--- config.mk ---
export PLATFORM = sky130hd
export DESIGN_NAME = q_window_accumulator
export DESIGN_NICKNAME = d
export VERILOG_FILES = /design/src/rtl/q_meas_pkg.sv /design/src/rtl/q_sat_accumulator.sv /design/src/rtl/q_window_accumulator.sv
export SDC_FILE = /design/constraint.sdc
export NUM_CORES = 1
export LEC_CHECK = 0
export CAP_MARGIN = 20
export CORE_MARGIN = 3
export CORE_UTILIZATION = 56
export CTS_CLUSTER_DIAMETER = 100
export DETAILED_ROUTE_END_ITERATION = 16
export PLACE_DENSITY = 0.81
export SLEW_MARGIN = 5
export SYNTH_ARGS = -nofsm -noshare
export SYNTH_HDL_FRONTEND = slang
export SYNTH_SLANG_ARGS = --single-unit
--- constraint.sdc ---
create_clock -name clk -period 2.53 [get_ports clk]
set_clock_uncertainty 0.1 [all_clocks]
set_input_delay 0.506 -clock clk [delete_from_list [all_inputs] [get_ports clk]]
set_output_delay 0.506 -clock clk [all_outputs]
set_load 0.02 [all_outputs]
--- src/rtl/q_meas_pkg.sv ---
// q_meas_pkg: shared states, bus width default and saturating add for the q_measurement chain
package q_meas_pkg;
  localparam int Q_BUS_WIDTH = 10;
  typedef enum logic [2:0] {S_IDLE, S_ARM, S_CAPTURE, S_GAP, S_DONE} state_t;
  function automatic logic [31:0] sat_add(input logic [31:0] a, input logic [31:0] b, input int width);
    logic [32:0] s;
    logic [32:0] lim;
    s = {1'b0, a} + {1'b0, b};
    lim = (33'd1 << width) - 33'd1;
    return (s > lim) ? lim[31:0] : s[31:0];
  endfunction
endpackage

--- src/rtl/q_sat_accumulator.sv ---
// q_sat_accumulator: saturating window sum and unsigned running peak of accepted samples
module q_sat_accumulator
  import q_meas_pkg::*;
#(
  parameter int BUS_WIDTH = Q_BUS_WIDTH,
  parameter int SUM_WIDTH = 13
) (
  input  logic                 clk,
  input  logic                 rst,
  input  logic                 clear,
  input  logic                 add_en,
  input  logic [BUS_WIDTH-1:0] sample,
  output logic [SUM_WIDTH-1:0] sum,
  output logic [BUS_WIDTH-1:0] peak
);
  always_ff @(posedge clk) begin
    if (!rst || clear) begin
      sum <= '0;
      peak <= '0;
    end else if (add_en) begin
      sum <= SUM_WIDTH'(sat_add(32'(sum), 32'(sample), SUM_WIDTH));
      peak <= (sample > peak) ? sample : peak;
    end
  end
endmodule

--- src/rtl/q_window_accumulator.sv ---
// q_window_accumulator: sequences q_measurement, sums N_SAMPLES results per window with
// peak and timeout count, and publishes each window on a valid/ack handshake
module q_window_accumulator
  import q_meas_pkg::*;
#(
  parameter int BUS_WIDTH  = Q_BUS_WIDTH,
  parameter int N_SAMPLES  = 8,
  parameter int SUM_WIDTH  = 13,
  parameter int GAP_CYCLES = 2,
  parameter int TMO_WIDTH  = 8
) (
  input  logic                           clk,
  input  logic                           rst,
  input  logic                           enable,
  input  logic                           ready,
  input  logic [BUS_WIDTH-1:0]           q_measured,
  output logic                           start,
  output logic [SUM_WIDTH-1:0]           q_sum,
  output logic [BUS_WIDTH-1:0]           q_peak,
  output logic [$clog2(N_SAMPLES+1)-1:0] n_timeouts,
  output logic                           sum_valid,
  input  logic                           sum_ack,
  output logic                           busy
);
  localparam int NW = $clog2(N_SAMPLES + 1);
  localparam int GW = $clog2(GAP_CYCLES + 1);
  localparam logic [TMO_WIDTH-1:0] TMO_LAST = TMO_WIDTH'((2 ** TMO_WIDTH) - 2);
  state_t state, state_nxt;
  logic [NW-1:0] sample_cnt, tmo_acc;
  logic [GW-1:0] gap_cnt;
  logic [TMO_WIDTH-1:0] tmo_cnt;
  logic [BUS_WIDTH-1:0] sample_q, acc_peak;
  logic [SUM_WIDTH-1:0] acc;
  logic tmo_hit, arm_exit, ack_take, last_sample, gap_end, acc_clear, add_en;
  // the timeout fires on the limit-th ARM cycle; a simultaneous ready takes priority
  assign tmo_hit = state == S_ARM && !ready && tmo_cnt == TMO_LAST;
  assign arm_exit = state == S_ARM && (ready || tmo_hit);
  assign ack_take = state == S_DONE && sum_valid && sum_ack;
  assign last_sample = sample_cnt == NW'(N_SAMPLES - 1);
  assign gap_end = gap_cnt == GW'(GAP_CYCLES - 1);
  assign acc_clear = state == S_IDLE || ack_take;
  assign add_en = state == S_CAPTURE;
  assign start = state == S_ARM;
  assign busy = state != S_IDLE;
  always_comb begin
    state_nxt = state;
    unique case (state)
      S_IDLE:    state_nxt = enable ? S_ARM : S_IDLE;
      S_ARM:     state_nxt = arm_exit ? S_CAPTURE : S_ARM;
      S_CAPTURE: state_nxt = last_sample ? S_DONE : S_GAP;
      S_GAP:     state_nxt = gap_end ? S_ARM : S_GAP;
      S_DONE:    state_nxt = ack_take ? (enable ? S_GAP : S_IDLE) : S_DONE;
      default:   state_nxt = S_IDLE;
    endcase
  end
  always_ff @(posedge clk) begin
    if (!rst) begin
      state <= S_IDLE;
      tmo_cnt <= '0;
      gap_cnt <= '0;
      sample_cnt <= '0;
      tmo_acc <= '0;
      sample_q <= '0;
      sum_valid <= 1'b0;
      q_sum <= '0;
      q_peak <= '0;
      n_timeouts <= '0;
    end else begin
      state <= state_nxt;
      tmo_cnt <= (state == S_ARM) ? tmo_cnt + 1'b1 : '0;
      gap_cnt <= (state == S_GAP) ? gap_cnt + 1'b1 : '0;
      if (arm_exit) sample_q <= ready ? q_measured : '0;
      if (acc_clear) begin
        sample_cnt <= '0;
        tmo_acc <= '0;
      end else begin
        if (add_en) sample_cnt <= sample_cnt + 1'b1;
        if (tmo_hit) tmo_acc <= tmo_acc + 1'b1;
      end
      // first DONE cycle publishes the finished accumulator; it then holds until acked
      if (state == S_DONE && !sum_valid) begin
        sum_valid <= 1'b1;
        q_sum <= acc;
        q_peak <= acc_peak;
        n_timeouts <= tmo_acc;
      end else if (ack_take) begin
        sum_valid <= 1'b0;
      end
    end
  end
  q_sat_accumulator #(.BUS_WIDTH(BUS_WIDTH), .SUM_WIDTH(SUM_WIDTH)) u_acc (
    .clk(clk),
    .rst(rst),
    .clear(acc_clear),
    .add_en(add_en),
    .sample(sample_q),
    .sum(acc),
    .peak(acc_peak)
  );
endmodule

**Word level (Yosys, flattened, before mapping)**

Index checks and enable logic that the tools add are counted.
W data, S select, Z words.

- Register bits: 82
- Input port bits: 15
- Output and inout bits: 30
- Logic and storage cells: 57

- $add $sub $neg: 5
- Magnitude comparators: 2
- Equal/unequal tests: 7
- Multiplexer cells: 11
- Bitwise gates (word level): 1
- Reductions and logical operators: 19

Operators with widths:

| kind | number |
|---|---|
| $pmux W3 S5 | 1 |
| $add A13 B10 Y14 | 1 |
| $gt A14 B13 Y1 const B | 1 |
| $mux W13 | 1 |
| $gt A10 B10 Y1 | 1 |
| $mux W10 | 1 |
| $add A4 B1 Y4 const B | 2 |
| $add A8 B1 Y8 const B | 1 |
| $eq A8 B8 Y1 const B | 1 |
| $eq A3 B2 Y1 const B | 2 |
| $logic_and A1 B1 Y1 | 6 |
| $mux W2 | 3 |
| $mux W3 | 2 |
| $reduce_and A2 Y1 | 3 |
| $eq A4 B3 Y1 const B | 1 |
| $eq A3 B1 Y1 const B | 1 |
| $eq A3 B3 Y1 const B | 1 |
| $logic_not A1 Y1 | 3 |
| $logic_not A3 Y1 | 1 |
| $logic_or A1 B1 Y1 | 3 |
| $mux W1 | 3 |
| $reduce_bool A3 Y1 | 1 |
| $add A2 B1 Y2 const B | 1 |
| $eq A2 B1 Y1 const B | 1 |
| other kinds (3) | 3 |

**Logic depth before layout (Yosys ltp)**

- Depth after elaboration: 7
- Gate-level depth with buffers: 9
- Mapped depth without buffers: 9

**By module**

Synthesis repeated with hierarchy kept, for this count alone.

- Cell total of the unflattened synthesis: 462
- Area total of the unflattened synthesis: 3992.6 um^2

Modules (own cells, without submodules):

| module | times used | cells an instance | area an instance (um^2) |
|---|---|---|---|
| q_window_accumulator | 1 | 279 | 2438.6 |
| q_sat_accumulator | 1 | 183 | 1554.0 |

**Worst setup path after synthesis**

No wires, ideal clock.

- Path kind: register to register
- Start: reg sample_q[0]
- End: reg u_acc.sum[8]
- Arrival: 1793 ps
- Data required time: 2342 ps
- Setup slack: 549 ps
- Cell stages (with the launch flop): 10
- Buffers on the path: 0
- Cells stage by stage: dfxtp_1 > ha_1 > inv_1 > fa_1 > inv_1 > a21o_1 > a211o_1 > o31ai_2 > xor2_1 > a311oi_2

- Cells in the longest elaborated chain, start to end: 3

Ends and longest elaborated chain:

| item | RTL line | source |
|---|---|---|
| start, declared | q_window_accumulator.sv:32 | `logic [BUS_WIDTH-1:0] sample_q, acc_peak;` |
| start signal, assigned | q_window_accumulator.sv:72 | `if (arm_exit) sample_q <= ready ? q_measured : '0;` |
| $add A13 B10 Y14 (*) | q_meas_pkg.sv:8 | `s = {1'b0, a} + {1'b0, b};` |
| $gt A14 B13 Y1 | q_meas_pkg.sv:10 | `return (s > lim) ? lim[31:0] : s[31:0];` |
| $mux W13 (*) | q_meas_pkg.sv:10 |  |
| end signal, assigned | q_sat_accumulator.sv:21 | `sum <= SUM_WIDTH'(sat_add(32'(sum), 32'(sample), SUM_WIDTH));` |
| end, declared | q_sat_accumulator.sv:13 | `output logic [SUM_WIDTH-1:0] sum,` |

Mark *: on every way between the ends. The rest lies on a longest branch, timed or not.
A chain may end at the register's enable or synchronous reset.

**Final worst setup path**

- Start: reg u_acc.peak[9]
- End: reg u_acc.peak[6]

- Cells in the longest elaborated chain, start to end: 2

Ends and longest elaborated chain:

| item | RTL line | source |
|---|---|---|
| start, declared | q_sat_accumulator.sv:14 | `output logic [BUS_WIDTH-1:0] peak` |
| start signal, assigned | q_sat_accumulator.sv:22 | `peak <= (sample > peak) ? sample : peak;` |
| $gt A10 B10 Y1 | q_sat_accumulator.sv:22 |  |
| $reduce_and A2 Y1 (no line) | n/a |  |

Every way passes these cells.

==> flow_metrics.py <==
metrics = {
    "clock_tree": {
        "ctsHtreeMaxLevel": 3,
        "cts_tree": "done",
        "clk-insertion-delay-late_ps": 360,
        "hold_buffers": 0,
        "cts_buffers": 9,
        "cts-root-buf": "clkbuf_8",
        "clkSinkCount": 82,
        "path_clk_slew_ps": 80,
        "clockBufferDepth": 2,
    },
    "setup_path": {
        "rrSetupSlack_ps": 160,
        "cp_max_fo": 7,
        "rr_worst_depth": 9,
        "crit_path_end_kind": "flip-flop",
        "cp.arrival_ps": 2530,
        "start_kind": "flip-flop",
        "path_class": "flip-flop to flip-flop",
        "critPathRequiredTime_ps": 2680,
    },
    "power": {
        "p_sw_uw": 623,
        "p_sw_frac": 0.239,
        "power_density_nw_per_um2": 569,
        "p_leak_nw": 1.72,
        "irDropWorstVdd_v": 0.000423,
        "internal_power_mw": 1.98,
        "combPwrFrac": 0.087,
        "power.total_mw": 2.60,
        "pwr-share-seq": 0.511,
        "pwr-share-clk": 0.401,
    },
    "placed_design": {
        "gp_congestion": 0.911,
        "dp.cells": 542,
        "portBuffers": 44,
        "dp_hpwl_um": 5810,
    },
    "floorplan": {
        "die_w_um": 89.2,
        "num_io_pins": 45,
        "dieArea_um2": 7950,
        "start_util": 0.593,
        "core_area_um2": 6530,
        "fp.dieH_um": 89.2,
        "rows": 29,
    },
    "routing": {
        "wire_per_inst_um": 14.5,
        "viasPerCell": 5.51,
        "drtPass1Iterations": 4,
        "vias": 3075,
        "drc_errors": 0,
        "drt-total-wl_um": 8080,
        "antenna_left": 0,
        "drt_iter0_markers": 125,
    },
    "synthesis": {
        "synth.distinct_cells": 54,
        "netlist.top_cell.by_area": "dfxtp_1",
        "synth.most_common_cell": "dfxtp_1",
        "synth_area_leaders": "dfxtp_1 (42%), ha_1 (8.1%), nand2_1 (7.1%), a21oi_1 (5.2%), nor2_1 (4.5%)",
        "netlist.area_leader.share": 0.424,
        "synthArstFlopShare": 0,
        "syn_area_um2": 3870,
        "syn_avg_cell_area_um2": 8.96,
        "ys.flop_type": "dfxtp_1",
        "synth_cells": 432,
        "synth_edf_count": 0,
        "syn_nets": 473,
        "ys_seq_area_frac": 0.424,
        "ys_ff_latch": 82,
        "yosysWarnings": 0,
        "synth_top_cells_by_count": "dfxtp_1 (82), nand2_1 (73), nor2_1 (46)",
    },
    "sta": {
        "maxSlewViolCount": 0,
        "rsz0062_at_grt": "false",
        "clock.fmax_ghz": 0.422,
        "whs_ps": 331,
        "final_hold_viol_count": 0,
        "period_needed_ps": 2370,
        "worst_pin_slew_ps": 951,
        "finalSetupTns_ps": 0,
        "relSlewSlack": 0.366,
        "fin_crit_sh": 0.938,
        "setup_violations": 0,
    },
    "finish": {
        "nNetsFinal": 517,
        "drive_above_1_share": 0.102,
        "area_growth_pct": 18.1,
        "insertedDiodeCount": 0,
        "instances_no_fill": 558,
        "fin_util": 0.700,
    },
    "global_routing": {
        "grt_pass1_vias": 3039,
        "grt_antenna_before_repair": 0,
        "overflow": 0,
        "grt_max_degree": 31,
        "grt_first_pass_wirelength_um": 13800,
        "grtUsageTotal": 0.225,
    },
    "run_status": {
        "status": "finished, final reports clean",
    },
    "job": {
        "maxCapViolCount": 0,
    },
    "hold_path": {
        "hold_depth": 1,
        "hp-class": "flip-flop to flip-flop",
    },
}
## final timing paths
kind / startpoint / end
worst max-delay path: u_acc.peak[9] / u_acc.peak[6]
worst min-delay path: gap_cnt[0] / gap_cnt[0]
worst max register to register: u_acc.peak[9] / u_acc.peak[6]
worst min register to register: gap_cnt[0] / gap_cnt[0]
## cell type report
type | instances | area [um^2]
well taps | 77 | 96.3
repair buffers | 52 | 500
fillers | 507 | 1960
flip-flops and latches | 82 | 1640
clock buffers | 10 | 138
multi-input cells | 312 | 2050
clock inverters | 6 | 80.1
inverters | 19 | 71.3
## power by group through the flow
stage               logic [mW]  clock network, mW  registers [mW]
floorplan                0.162                  0            1.35
global placement         0.216                  0            1.36
detailed placement       0.221                  0            1.36
CTS                      0.227               1.06            1.33
global route             0.251               1.12            1.33
finish                   0.227               1.04            1.33
## flip-flops by register name (all words and copies together) (netlist names), 8 cells and up
signal / cells
u_acc.sum: 13
u_acc.peak: 10
q_peak: 10
q_sum: 13
tmo_cnt: 8
sample_q: 10
## stage by stage
| step | instance area (um^2) | setup slack (ps) |
|---|---|---|
| 3_3_place_gp | 4360 | 338 |
| 3_5_place_dp | 4360 | 244 |
| 4_1_cts | 4570 | 108 |
| 6_report | 4570 | 158 |
| 2_1_floorplan | 3870 | 549 |
| 5_1_grt | 4570 | 3.49 |
## cells by family (layout without fill, tap and decap cells)
kind of cell | count (synthesis) | in the layout | synth area share
compound gates | 92 | 92 | 0.176
xor+xnor | 19 | 19 | 0.0430
fa+ha+maj | 26 | 26 | 0.0859
buf+inv | 38 | 87 | 0.0491
flops | 82 | 82 | 0.424
mux | 12 | 12 | 0.0310
simple gates | 163 | 163 | 0.191
## placed cells by master, fill, tap and decap left out, types with 4 or more instances in the layout
cell type,n
a21o_1,4
a21oi_1,40
a22o_1,10
a311oi_2,7
a31oi_1,4
buf_4,8
clkbuf_8,10
clkdlybuf4s50_1,44
clkinv_2,4
dfxtp_1,81
ha_1,25
inv_1,19
mux2i_1,12
nand2_1,73
nand3_1,10
nand4_1,8
nor2_1,46
nor2b_1,5
o21ai_0,7
xnor2_1,5
xor2_1,14
## critical path, cell delays in order, from the launching register on
cell	delay (ps)
dfxtp_1	380
inv_1	60
ha_1	310
nand2_1	60
o21ai_1	210
mux2i_1	140
a211oi_2	460
buf_4	270
mux2i_1	220
nor2_1	60
## timing repair
action | in CTS | in global routing
hold endpoints to repair | 0 | 0
setup endpoints to repair | 0 | 1
gates resized for setup | 0 | 1
buffers inserted | 0 | 0
## per-layer routing
metal / up-vias / wire (um) / GRT usage
met5: - / 0 / 0
met4: 0 / 204 / 0.112
met3: 18 / 341 / 0.0415
met2: 71 / 3960 / 0.385
met1: 1407 / 3580 / 0.269
li1: 1579 / - / -
Note: power is estimated with default switching activity, not from simulation.
